--- src/rtl/instruction_fetch_unit_if.sv ---
// Instruction-memory read port between the fetch unit (master) and memory (slave).
// The master drives a registered word address and a read strobe; the slave returns an ack and the data word.
interface instruction_fetch_unit_if #(
  parameter int ADDR_W = 9
);
  logic [ADDR_W-1:0] mem_addr;
  logic              mem_rd;
  logic              mem_ack;
  logic [31:0]       mem_data;

  modport master (output mem_addr, mem_rd, input  mem_ack, mem_data);
  modport slave  (input  mem_addr, mem_rd, output mem_ack, mem_data);
endinterface

--- src/rtl/instruction_fetch_unit.sv ---
// Fetch sequencer: captures the PC into the MAR, reads instruction memory, latches the IR,
// and pulses the PC increment. A read that waits too long parks the block in a sticky fault.
module instruction_fetch_unit #(
  parameter int ADDR_W  = 9,
  parameter int TIMEOUT = 16
) (
  input  logic                             clk,
  input  logic                             clr,
  input  logic [31:0]                      pc_q,
  input  logic                             fetch_req,
  input  logic                             flush,
  instruction_fetch_unit_if.master         bus,
  output logic [31:0]                      ir,
  output logic                             ir_valid,
  output logic                             pc_increment,
  output logic                             busy,
  output logic                             fault
);

  typedef enum logic [2:0] {
    S_IDLE,
    S_ADDR,
    S_READ,
    S_DONE,
    S_FAULT
  } state_t;

  localparam logic [7:0] WAIT_LAST = 8'(TIMEOUT - 1);

  state_t            state_q, state_d;
  logic [ADDR_W-1:0] mar;
  logic [7:0]        wait_cnt;
  logic              load_mar, load_ir, cnt_clr, cnt_inc, set_fault;

  // Only the word-address bits of the PC reach memory.
  logic unused_pc_hi;
  assign unused_pc_hi = &{1'b0, pc_q[31:ADDR_W]};

  // Priority per edge: clr (in the register block) > flush > mem_ack > timeout > fetch_req.
  always_comb begin
    // NOTE: every signal gets a default before the case, so no path leaves one unassigned and no latch is inferred.
    state_d   = state_q;
    load_mar  = 1'b0;
    load_ir   = 1'b0;
    cnt_clr   = 1'b0;
    cnt_inc   = 1'b0;
    set_fault = 1'b0;
    if (flush) begin
      state_d = S_IDLE;
      cnt_clr = 1'b1;
    end else begin
      case (state_q)
        S_IDLE: if (fetch_req) state_d = S_ADDR;
        S_ADDR: begin
          load_mar = 1'b1;
          cnt_clr  = 1'b1;
          state_d  = S_READ;
        end
        S_READ: begin
          if (bus.mem_ack) begin
            load_ir = 1'b1;
            state_d = S_DONE;
          end else if (wait_cnt == WAIT_LAST) begin
            set_fault = 1'b1;
            state_d   = S_FAULT;
          end else begin
            cnt_inc = 1'b1;
          end
        end
        S_DONE:  state_d = fetch_req ? S_ADDR : S_IDLE;
        S_FAULT: state_d = S_FAULT;
        default: state_d = S_IDLE;
      endcase
    end
  end

  always_ff @(posedge clk) begin
    // NOTE: state uses non-blocking assignments so every register samples pre-edge values, matching hardware.
    if (clr) begin
      state_q  <= S_IDLE;
      mar      <= '0;
      ir       <= '0;
      wait_cnt <= '0;
      fault    <= 1'b0;
    end else begin
      state_q <= state_d;
      if (load_mar) mar <= pc_q[ADDR_W-1:0];
      if (load_ir)  ir  <= bus.mem_data;
      if (cnt_clr)      wait_cnt <= '0;
      else if (cnt_inc) wait_cnt <= wait_cnt + 8'd1;
      if (flush)          fault <= 1'b0;
      else if (set_fault) fault <= 1'b1;
    end
  end

  assign bus.mem_addr = mar;
  assign bus.mem_rd   = (state_q == S_READ);
  assign ir_valid     = (state_q == S_DONE);
  assign pc_increment = (state_q == S_DONE);
  assign busy         = (state_q == S_ADDR) || (state_q == S_READ) || (state_q == S_DONE);

endmodule

--- src/flat_wrapper.sv ---
// flat-port wrapper written by rule: the top's interface ports become plain ports
module instruction_fetch_unit_flat 
#(
  parameter int ADDR_W  = 9,
  parameter int TIMEOUT = 16
)
  (clk, clr, pc_q, fetch_req, flush, ir, ir_valid, pc_increment, busy, fault, bus_mem_addr, bus_mem_rd, bus_mem_ack, bus_mem_data);
  instruction_fetch_unit_if #(.ADDR_W(ADDR_W)) bus_i ();
  input  logic clk;
  input  logic clr;
  input  logic [31:0] pc_q;
  input  logic fetch_req;
  input  logic flush;
  output logic [31:0] ir;
  output logic ir_valid;
  output logic pc_increment;
  output logic busy;
  output logic fault;
  output wire logic [$bits(bus_i.mem_addr)-1:0] bus_mem_addr;
  output wire logic [$bits(bus_i.mem_rd)-1:0] bus_mem_rd;
  input wire logic [$bits(bus_i.mem_ack)-1:0] bus_mem_ack;
  input wire logic [$bits(bus_i.mem_data)-1:0] bus_mem_data;
  assign bus_mem_addr = bus_i.mem_addr;
  assign bus_mem_rd = bus_i.mem_rd;
  assign bus_i.mem_ack = bus_mem_ack;
  assign bus_i.mem_data = bus_mem_data;
  instruction_fetch_unit #(.ADDR_W(ADDR_W), .TIMEOUT(TIMEOUT)) u_core (.clk(clk), .clr(clr), .pc_q(pc_q), .fetch_req(fetch_req), .flush(flush), .bus(bus_i), .ir(ir), .ir_valid(ir_valid), .pc_increment(pc_increment), .busy(busy), .fault(fault));
endmodule
--- config.mk ---
export PLATFORM = sky130hd
export DESIGN_NAME = instruction_fetch_unit_flat
export DESIGN_NICKNAME = d
export VERILOG_FILES = /design/src/rtl/instruction_fetch_unit_if.sv /design/src/rtl/instruction_fetch_unit.sv /design/src/flat_wrapper.sv
export SDC_FILE = /design/constraint.sdc
export NUM_CORES = 1
export LEC_CHECK = 0
export ABC_AREA = 1
export CORE_UTILIZATION = 41
export CTS_BUF_LIST = sky130_fd_sc_hd__clkbuf_4 sky130_fd_sc_hd__clkbuf_8
export DETAILED_ROUTE_END_ITERATION = 10
export GPL_TIMING_DRIVEN = 1
export PLACE_DENSITY_LB_ADDON = 0.05
export SLEW_MARGIN = 10
export SYNTH_ARGS = -nofsm -noshare
export SYNTH_HDL_FRONTEND = slang
export SYNTH_SLANG_ARGS = --single-unit
--- constraint.sdc ---
create_clock -name clk -period 1.3 [get_ports clk]
set_input_delay 0.26 -clock clk [delete_from_list [all_inputs] [get_ports clk]]
set_output_delay 0.26 -clock clk [all_outputs]
set_load 0.01 [all_outputs]
## Word level (Yosys, flattened, before mapping)

Index checks and enable logic that the tools add are counted.

- Latch bits: 0
- Memories: 0
- Flip-flop bits (word level): 53
- Input bits: 69
- Logic and storage cells: 38
- Bits in read-only memories: 0
- RAM bits: 0

- Shifts and indexed selects: 0
- Equal/unequal tests: 7
- Add/sub/neg operators: 1
- Div/mod/pow operators: 0
- Multiplexer cells: 19
- Order comparisons: 0
- Reductions and logical operators: 6
- Bitwise operators: 0
- $mul: 0

Operators by type and width:

| kind | number |
|---|---|
| 1-bit 2-to-1 mux | 15 |
| 3-bit one-hot mux with 5 select lines | 1 |
| 3-bit 2-to-1 mux | 3 |
| 8-bit by 1-bit adder with 8-bit output (second input constant) | 1 |
| 8-bit by 4-bit equality test with 1-bit output (second input constant) | 1 |
| 3-bit by 2-bit equality test with 1-bit output (second input constant) | 2 |
| 2-bit OR reduction | 2 |
| 3-bit by 1-bit equality test with 1-bit output (second input constant) | 1 |
| 3-bit equality test (second input constant) | 1 |
| 3-bit logical NOT | 1 |
| 3-bit by 1-bit != test with 1-bit output (second input constant) | 1 |
| 1-bit logical OR | 2 |
| 2-bit != test (second input constant) | 1 |
| 2-bit AND reduction | 1 |

## Logic depth before layout (Yosys ltp)

Gate-level depths: netlist of the first run.

- Depth after elaboration: 5
- Gate-level depth with buffers: 7

## Worst setup path after synthesis of the first run

No wires, ideal clock.

- Path kind: register to register
- From: register u_core.wait_cnt[0]
- To: register u_core.wait_cnt[7]
- Library setup time: 0.124 ns
- Setup slack: 0.115 ns
- Clock period less this slack: 1.185 ns
- Arrival: 1.061 ns
- Path buffers: 0
- Stages on the path, launching flop included: 7
- Cells stage by stage: dfxtp_1 ha_1 nand3_1 nor2_2 nor2_4 nand3_1 a21oi_1

- Word-level cells in the longest chain between the ends: 5
- Elaborated cells between the ends (all ways): 6
- Those cells by class: add/sub (1); eq/ne (1); mux (4)

RTL lines:

| item | RTL line | source |
|---|---|---|
| start: declaration | instruction_fetch_unit.sv:32 | `logic [7:0] wait_cnt;` |
| start signal: assignment | instruction_fetch_unit.sv:90 | `else if (cnt_inc) wait_cnt <= wait_cnt + 8'd1;` |
| 8-bit by 4-bit equality test with 1-bit output | instruction_fetch_unit.sv:63 | `end else if (wait_cnt == WAIT_LAST) begin` |
| 1-bit 2-to-1 mux | instruction_fetch_unit.sv:63 |  |
| 1-bit 2-to-1 mux | instruction_fetch_unit.sv:60 | `if (bus.mem_ack) begin` |
| 1-bit 2-to-1 mux | instruction_fetch_unit.sv:52 | `case (state_q)` |
| 1-bit 2-to-1 mux | instruction_fetch_unit.sv:48 | `if (flush) begin` |

Several ways; a longest one is shown, not always the timed one.
A chain may end at the register's enable or synchronous reset.

## Final worst setup path of the first run

- From: register u_core.state_q[2]
- To: register u_core.ir[1]

- Word-level cells in the longest chain between the ends: 3

RTL lines:

| item | RTL line | source |
|---|---|---|
| start: declaration | instruction_fetch_unit.sv:30 | `state_t state_q, state_d;` |
| start signal: assignment | instruction_fetch_unit.sv:86 | `state_q <= state_d;` |
| 3-bit by 2-bit equality test with 1-bit output | instruction_fetch_unit.sv:52 |  |
| 1-bit 2-to-1 mux | instruction_fetch_unit.sv:52 |  |
| 1-bit 2-to-1 mux | instruction_fetch_unit.sv:48 |  |
| end signal: assignment | instruction_fetch_unit.sv:88 | `if (load_ir) ir <= bus.mem_data;` |
| end: declaration | instruction_fetch_unit.sv:13 | `output logic [31:0] ir,` |

Every way passes these cells.

==> results.md, run 1 <==
- Critical path's slowest cell: dfxtp_4
- Number of H-tree branching levels: 2
- Count of vias placed by the detailed router: between 2,000 and 3,000
- Synthesized net count: 362
- Cell count along the critical path: 10
- Average cell area after synthesis: 7.78 um^2
- Setup repair after global routing missed its margin: true
- Overall Global Routing Usage: a little under a quarter
- Syn Std Cell Area: 2270 um^2
- Cell repeated most along the worst path: buf_6
- Seq cells post-synth: between 50 and 60
- Clock tree root driver cell: clkbuf_8
- Initial Util: around 44%
- Routed WL per cell: approximately 15 um
- IO Port Bufs: just over 90
- Multi-input gate area: 1250 um^2
- Mapped Cells: 292
- Vias per Instance: 5.18
- Clock latency at the later pin of the worst-skew pair: slightly above 300 ps
- Critical path class: reg2reg
- Data arrival time at the worst-slack endpoint: roughly 1700 ps
- Launching point of the worst reg2reg path: u_core.state_q[2]
- Post-DP HPWL: ~4200 um
- Final-layout fill cell count: 380
- Sequential Area: around 1100 um^2
- Count of routing violations after the opening detailed-route iteration: 116
- Buffer levels on the longest clock path: 2
- Data required time of the critical path: 1540 ps
- Tightest slew margin relative to the limit: 77.4%
- Number of warnings issued by yosys: 0
- Placeable core area: 5200 um^2
- Remaining DRCs: 0
- Final worst slack: -119 ps
- Die Footprint: 5840 um^2
- Post-Place Setup Slack: -347 ps
- Sequential element share of the synthesized area: 46.7%
- Fin nets: 482
- Antenna fix cells: 0
- Die span in y: between 70 and 80 um
- CTS hold repair buffers: 0
- Area grow syn2layout: 75.3%
- Hold Startpoint: u_core.fault
- Placer congestion estimate: 0.818
- Number of distinct library cell variants in the gate-level netlist after synthesis: 25
- Final critical-path share of the clock period: 109%
- Width of the die: 76.4 um
- Critical path startpoint category: register
- Critical path, cell by cell: buf_6 -> inv_4 -> nand3_4 -> inv_4 -> buf_6 -> buf_6 -> buf_12 -> buf_16 -> nand4_1 -> a21oi_1
- Via count of the first global-routing pass: approximately 2,300
- Number of antenna violations at the first check in global routing: 0
- Delay of the slowest cell on the worst path: 370 ps
- First-pass GRT wire length: 11,000 um
- R2r endpoint: u_core.ir[1]
- Max Cap Violations: 0
- Bufs and invs on worst path: 7
- Setup slack on the worst flop-to-flop path: -120 ps
- Violated checks: negative setup slack
- Number of buffers inserted during clock tree synthesis: 5
- Critical path fanouts, max: 8
- Maximum achievable frequency: 0.705 GHz
- Residual antenna-violating net count after detailed routing: 0
- Worst setup EP type: register
- Reg2Reg Depth: 10
- IO Count: 115
- Pwr per Cell Area: 761 nW/um^2
- Total wire length: 7040 um
- Largest net degree at the start of global routing: 21
- Total number of placement rows: 26
- Slew @ Worst Pin: 338 ps
- Total gr overflow: 0
- Hold worst-path end: u_core.fault
- Post-layout min period: around 1400 ps
- Share of cells above drive strength 1: between 20% and 30%
- Clock sink total: 53
- Worst Clk Skew: 4.65 ps
- Leakage: around 1.6 nW
- TritonCTS clock tree: done
- Top cell family by delay on the critical path: buffers and inverters
- Final-report setup violation count: 38
- Final Core Density: 76.5%
- Path category of the worst min-delay check: reg2reg
- Max Slew Vio Count: 0
- DR pass1 iterations: 4
- Final Hold Fails: 0
- Outcome: complete, but fails checks
- Worst-path clk slew: 90 ps
- Hold path cells: 2
- Worst voltage drop across the vdd grid: between 0.0004 and 0.0005 V
stage by stage:
| step | area (um^2) | setup TNS [ps] | cells | total power [mW] | hold WS, ps |
|---|---|---|---|---|---|
| 2_1_floorplan | 2270 | 0 | 292 | 1.81 | 407 |
| 3_3_place_gp | 3400 | -11650 | 460 | 2.05 | 442 |
| 3_5_place_dp | 3400 | -12750 | 460 | 2.05 | 447 |
| 4_1_cts | 3740 | -1320 | 482 | 3.03 | 460 |
| 5_1_grt | 3980 | -5680 | 483 | 3.15 | 486 |
| 6_report | 3980 | -2740 | 483 | 3.03 | 456 |
where the power goes:
group	switching (mW)	total (mW)	internal, mW
sequential	0.0112	1.65	1.63
clock	0.538	0.971	0.432
combinational	0.181	0.414	0.233
timing repair:
| item | in CTS | in global routing |
|---|---|---|
| cloned | 5 | 1 |
| gates resized for setup | 90 | 59 |
| hold endpoints to repair | 0 | 0 |
| pin swaps | 17 | 4 |
| buffers inserted | 10 | 0 |
| setup endpoints to repair | 74 | 53 |
worst max path at each step:
| stage | to | from | slack, ps |
|---|---|---|---|
| final | u_core.ir[1] | u_core.state_q[2] | -120 |
| after global routing | ir_valid | u_core.state_q[0] | -170 |
| after CTS | bus_mem_rd | u_core.state_q[2] | -130 |
| after detailed placement | u_core.wait_cnt[2] | bus_mem_ack | -350 |
| after global placement | u_core.wait_cnt[6] | bus_mem_ack | -310 |
| after floorplan | u_core.wait_cnt[7] | u_core.wait_cnt[0] | 110 |
cells by family (layout without fill, tap and decap cells):
family,Yosys count,in the layout,synth area share (%)
xor+xnor,3,3,1.16
simple gates,144,144,30.6
buf+inv,35,156,8.60
flops,53,53,46.7
fa+ha+maj,1,1,0.551
compound gates,56,56,12.4
cell usage after synthesis, drive strengths merged:
| cell | instances | area (um^2) |
|---|---|---|
| nand4 | 33 | 206 |
| nand2 | 79 | 299 |
| o21ai | 3 | 15.0 |
| ha | 1 | 12.5 |
| nand3 | 16 | 103 |
| xor2 | 2 | 17.5 |
| nor2 | 15 | 81.3 |
| a21oi | 52 | 260 |
| dfxtp | 53 | 1060 |
| buf | 12 | 106 |
| nor3 | 1 | 5.00 |
| a31oi | 1 | 6.26 |
| xnor2 | 1 | 8.76 |
| clkbuf | 8 | 30.0 |
| inv | 15 | 58.8 |
state kept, by name, indices dropped and copies added, names as in the netlist:
name                 flops
u_core.ir               32
u_core.bus.mem_addr      9
u_core.state_q           3
u_core.fault             1
u_core.wait_cnt          8
tightest hold or removal path, stage by stage (launching register included):
cell and delay, ps:
dfxtp_1 320, inv_1 40, a21oi_1 50
per-layer routing:
layer / vias to the layer above / share of wire (%) / wire [um] / GRT usage, %
li1: 1236 / - / - / -
met1: 1170 / 41 / 2880 / 27.8
met2: 86 / 51 / 3620 / 41.6
met3: 12 / 6.1 / 428 / 5.39
met4: 0 / 1.5 / 109 / 6.54
met5: - / 0 / 0 / 0
cell usage in the layout, fill, tap and decap left out, drive strengths merged:
cell           count
ha                 1
a21oi             52
nand4             33
nand2             79
clkbuf             7
inv               15
clkinv             2
dlygate4sd2       43
xor2               2
nor3               1
nand3             16
nor2              15
xnor2              1
o21ai              3
a31oi              1
clkdlybuf4s50     44
dfxtp             53
buf               45
area by class of cell:
type,count,share of cell area (%)
Timing Repair Buffer,133,35.4
Inverter,15,1.60
Tap cell,70,2.20
Multi-Input combinational cell,204,31.4
Sequential cell,53,26.9
Clock inverter,2,0.346
Clock buffer,6,2.07
No activity file was read; power rests on OpenSTA's default activity.
==> run 2, diff against run 1 <==
SETUP_SLACK_MARGIN = 0.15   (was unset)
==> run 2 against run 1 <==
  * The run still ends with negative setup slack left
  * Sequential share of layout area is 0.81 points higher
  * Global-route usage is 0.74 points lower
  * Routed wire length is 2.0% higher
  * Sequential cell count stayed put
  * Via count is 1.5% higher
  * Core utilization is 0.99 points higher
  * Clock-buffer cell count is 1 higher
  * Die area stayed put
==> results.md, run 2 (same netlist as run 1, synthesis figures left out) <==
- Overall Global Routing Usage: a little under a quarter
- Tightest slew margin relative to the limit: 76.6%
- Total wire length: ~7000 um
- Max Cap Violations: 0
- Final-report setup violation count: 2
- Vias per Instance: 5.28
- Path category of the worst min-delay check: reg2reg
- TritonCTS clock tree: done
- Flip-flop count of the largest register after layout: 32
- Critical path class: reg2out
- Antenna fix cells: 0
- Bufs and invs on worst path: 3
- Number of buffers inserted during clock tree synthesis: 5
- Final Hold Fails: 0
- Largest net degree at the start of global routing: 28
- Worst Clk Skew: 5.57 ps
- Commonest non-fill, non-tap cell in the layout: clkdlybuf4s50_1
- Data required time of the critical path: 1040 ps
- Data arrival time at the worst-slack endpoint: 1060 ps
- Final total negative setup slack: -32.1 ps
- Area grow syn2layout: 77.5%
- IO Port Bufs: between 90 and 100
- Number of antenna violations at the first check in global routing: 0
- CTS hold repair buffers: 0
- Count of routing violations after the opening detailed-route iteration: 101
- Critical path startpoint category: register
- Delay of the slowest cell on the worst path: roughly 370 ps
- Share of cells above drive strength 1: 55.5%
- First-pass GRT wire length: approximately 11,000 um
- IO Count: around 120
- Initial Util: 43.6%
- Count of vias placed by the detailed router: 2,541
- Leakage: 1.51 nW
- Buffer levels on the longest clock path: 2
- Worst setup EP type: output port
- DR pass1 iterations: 4
- Placeable core area: 5200 um^2
- Largest reg by FF count: u_core.ir
- Residual antenna-violating net count after detailed routing: 0
- Clock sink total: 53
- Placer congestion estimate: 0.825
- Leading cell types in the layout, fill and taps excluded: 44 x clkdlybuf4s50_1, 43 x nand2_1, 34 x dfxtp_2
- Final critical-path share of the clock period: 101%
- Fin cells: 481
- Clock latency at the later pin of the worst-skew pair: 300 ps
- Number of H-tree branching levels: 2
- Final hold slack: 458 ps
- Worst voltage drop across the vdd grid: about 0.00066 V
- Inst Count DP: 454
- Critical path, cell by cell: inv_4 -> nor2_4 -> nand2_2 -> inv_2 -> buf_6
- Slew @ Worst Pin: around 350 ps
- Violated checks: negative setup slack
- Remaining DRCs: 0
- Final worst slack: -16.5 ps
- Post-Place Setup Slack: -337 ps
- Die Footprint: 5840 um^2
- Clock tree root driver cell: clkbuf_8
- Top cell family by delay on the critical path: flip-flops
- Fin nets: approximately 480
- Routed WL per cell: 14.9 um
- Via count of the first global-routing pass: 2,324
- Max Slew Vio Count: 0
- Die span in y: 76.4 um
- Setup repair after global routing missed its margin: true
- Critical path fanouts, max: 3
- Post-layout min period: 1320 ps
- Total gr overflow: 0
- Outcome: complete, but fails checks
- Width of the die: 76.4 um
- Pwr per Cell Area: 747 nW/um^2
- Post-DP HPWL: ~4200 um
- Critical path's slowest cell: dfxtp_2
- Worst-path clk slew: 90 ps
- Maximum achievable frequency: 0.760 GHz
- Total number of placement rows: 26
- Final Core Density: between 70% and 80%
==> run 2: cell count changes in the layout (fill, tap and decap cells not counted), moves of 7 or more <==
cell             before  now
nand2_4              15   22
a21oi_1              31   21
clkdlybuf4s15_2       0    8
dfxtp_2               3   34
dfxtp_1              48   15
buf_2                 2   17
clkbuf_2              0   18
a21oi_2              21   31
nand2_1              56   43
dlygate4sd2_1        43    1
nand3_1              11    3
==> run 2: power breakdown <==
| part | switching [mW] | internal [mW] | leakage (nW) | total [mW] |
|---|---|---|---|---|
| Combinational | 0.200 | 0.225 | 1.01 | 0.424 |
| Sequential | 0.0113 | 1.63 | 0.448 | 1.64 |
| Clock | 0.500 | 0.444 | 0.0477 | 0.945 |
==> run 2: path summary, 6_finish.rpt <==
kind                startpoint            end  slack [ps]  depth (start not counted)
min              u_core.ir[16]  u_core.ir[16]         460                          2
min reg2reg      u_core.ir[16]  u_core.ir[16]         460                          2
max          u_core.state_q[0]       ir_valid         -20                          5
max reg2reg  u_core.state_q[2]  u_core.ir[22]          10                          8
==> run 2: per-stage QoR <==
| step | cell area (um^2) | power [mW] |
|---|---|---|
| global placement | 3350 | 2.04 |
| global route | 4030 | 3.14 |
| detailed placement | 3350 | 2.04 |
| CTS | 3840 | 3.01 |
| finish | 4030 | 3.01 |
| floorplan | 2280 | 1.81 |
==> run 2: metal layers <==
metal	vias to the layer above	share of wire [%]	GRT usage, %
li1	1234	-	-
met1	1204	40	28.1
met2	90	52	36.9
met3	13	6.7	7.19
met4	0	1.3	7.31
met5	-	0	0
==> run 2: cell type report <==
class | count | area, um^2
Inverter | 15 | 66.3
Clock buffer | 7 | 90.1
Sequential cell | 53 | 1120
Timing Repair Buffer | 132 | 1190
Fill cell | 378 | 1170
Tap cell | 70 | 87.6
Multi-Input combinational cell | 204 | 1470
==> run 2: worst reg2reg max path, delay by kind of cell, from the launching register on <==
kind | cells | cell delay, ps
flip-flops | 1 | 380
AO/OA/AOI/OAI | 1 | 60
buffers and inverters | 4 | 470
AND/OR/NAND/NOR | 3 | 270
==> run 2: repair_timing <==
action                                  4_1_cts  5_1_grt
gates cloned                                  2        1
pin swaps                                    17       22
endpoints found under the setup margin       99       99
buffers inserted                              8       10
resized for setup                           193      139
==> run 3, diff against run 2 <==
CORE_UTILIZATION = 40   (was 41)
CTS_BUF_LIST = sky130_fd_sc_hd__clkbuf_16   (was sky130_fd_sc_hd__clkbuf_4 sky130_fd_sc_hd__clkbuf_8)
==> run 3 against run 2 <==
  * The run still ends with negative setup slack left
  * Core utilization is 0.20 points lower
  * Combinational power grew 4%
  * Worst hold slack worse by 4.1 ps
  * Sequential cell count unchanged
  * Setup slack got worse by 71 ps
  * Final cell count rose by 1.5%
  * Via count rose by 1.2%
  * Die area grew 2.4%
  * Clock skew fell by 2.7 ps
==> results.md, run 3 (same netlist as run 1, synthesis figures left out) <==
- Slew @ Worst Pin: between 400 and 500 ps
- Worst voltage drop across the vdd grid: between 0.0005 and 0.0006 V
- Pwr per Cell Area: 797 nW/um^2
- R2r endpoint: u_core.bus.mem_addr[2]
- Fin nets: 485
- Worst Clk Skew: between 2 and 3 ps
- Worst setup EP type: output port
- Count of vias placed by the detailed router: approximately 2,600
- Final total negative setup slack: -1400 ps
- CTS hold repair buffers: 0
- DR pass1 iterations: 4
- Outcome: complete, but fails checks
- Reg2Reg Depth: 10
- Initial Util: about 41%
- Sequential Area: roughly 1100 um^2
- TritonCTS clock tree: done
- Largest reg by FF count: u_core.ir
- Residual antenna-violating net count after detailed routing: 0
- Path category of the worst min-delay check: reg2reg
- Tightest slew margin relative to the limit: 68.8%
- Critical path startpoint category: register
- Max Cap Violations: 0
- Violated checks: negative setup slack
- Die span in y: around 77 um
- Data required time of the critical path: ~1000 ps
- Overall Global Routing Usage: 23.1%
- Final hold slack: 454 ps
- Inst Count DP: 458
- Critical path class: reg2out
- Clock latency at the later pin of the worst-skew pair: 290 ps
- Area grow syn2layout: 86.2%
- Final-report setup violation count: 38
- Total gr overflow: 0
- Final Hold Fails: 0
- Hold Startpoint: u_core.fault
- Routed WL per cell: 15.1 um
- Final critical-path share of the clock period: 107%
- Setup repair after global routing missed its margin: true
- Hold path cells: 2
- Maximum achievable frequency: 0.721 GHz
- Die Footprint: 5980 um^2
- Data arrival time at the worst-slack endpoint: 1130 ps
- Number of buffers inserted during clock tree synthesis: 5
- IO Port Bufs: 91
- Width of the die: between 70 and 80 um
- Hold worst-path end: u_core.fault
- Max Slew Vio Count: 0
- Antenna fix cells: 0
- Launching point of the worst reg2reg path: u_core.state_q[0]
- Count of routing violations after the opening detailed-route iteration: 100
- First-pass GRT wire length: between 10,000 and 15,000 um
- Leakage: 1.56 nW
- Via count of the first global-routing pass: 2,400
- Post-DP HPWL: 4200 um
- First element of the critical path: u_core.state_q[0]
- Critical path fanouts, max: 3
- Total number of placement rows: 27
- Buffer levels on the longest clock path: 2
- Clock tree root driver cell: clkbuf_16
- Remaining DRCs: 0
- Number of H-tree branching levels: 2
- Setup slack on the worst flop-to-flop path: -70 ps
- Placeable core area: 5470 um^2
- Final-layout fill cell count: 398
- Worst-path clk slew: about 70 ps
- Number of antenna violations at the first check in global routing: 0
- Vias per Instance: 5.27
- Final worst slack: -87.9 ps
- Fin cells: 488
- Total wire length: 7380 um
- Placer congestion estimate: 0.821
- IO Count: between 100 and 150
- Clock sink total: 53
- Multi-input gate area: 1630 um^2
- Largest net degree at the start of global routing: 29
- Share of cells above drive strength 1: 59.6%
- Post-layout min period: around 1400 ps
- Flip-flop count of the largest register after layout: 32
- Commonest non-fill, non-tap cell in the layout: a21oi_2
- Leading cell types in the layout, fill and taps excluded: 47 x a21oi_2, 44 x clkdlybuf4s50_1, 42 x clkbuf_2
## run 3: final cells by class
class                           instances  area share [%]
Sequential cell                        53            25.9
Inverter                               15            1.57
Clock inverter                          3           0.326
Multi-Input combinational cell        204            38.5
Timing Repair Buffer                  136            28.6
Clock buffer                            5            2.96
Tap cell                               72            2.13
## run 3: worst max path at each step
stage | slack (ps) | cells past startpoint | to
finish | -90 | 3 | busy
CTS | -70 | 3 | busy
global placement | -260 | 6 | u_core.wait_cnt[6]
detailed placement | -310 | 6 | u_core.wait_cnt[2]
floorplan | 170 | 7 | u_core.wait_cnt[0]
global route | -140 | 9 | u_core.ir[5]
## run 3: repair_timing
| item | 4_1_cts | 5_1_grt |
|---|---|---|
| setup buffers | 11 | 8 |
| endpoints found under the setup margin | 99 | 99 |
| gates resized for setup | 145 | 198 |
| pin swaps | 24 | 26 |
| gates cloned | 2 | 1 |
## run 3: power breakdown
part | internal [mW] | switching (mW) | leakage [nW]
sequential | 1.63 | 0.0138 | 0.437
clock | 0.701 | 0.585 | 0.0748
combinational | 0.231 | 0.209 | 1.05
total | 2.56 | 0.807 | 1.56
## run 3: per-stage QoR
stage | area, um^2 | total power [mW] | setup WS (ps) | utilization (%)
floorplan | 2280 | 1.81 | 171 | -
global placement | 3350 | 2.03 | -258 | 61.2
detailed placement | 3350 | 2.03 | -306 | 61.2
CTS | 3840 | 3.34 | -71.1 | 70.2
global route | 4230 | 3.50 | -144 | 77.3
finish | 4230 | 3.37 | -87.9 | 77.3
## run 3: worst max-delay path, stage by stage (launching register included)
cell	delay, ps
dfxtp_4	360
nor2_2	140
nor2_1	60
dlygate4sd2_1	280
## run 3: layer usage
metal | GRT usage (%) | vias to the layer above | routed length [um]
met2 | 37.4 | 72 | 3790
met1 | 28.4 | 1242 | 3040
met5 | 0 | - | 0
met4 | 9.62 | 0 | 157
li1 | - | 1244 | -
met3 | 6.94 | 13 | 388
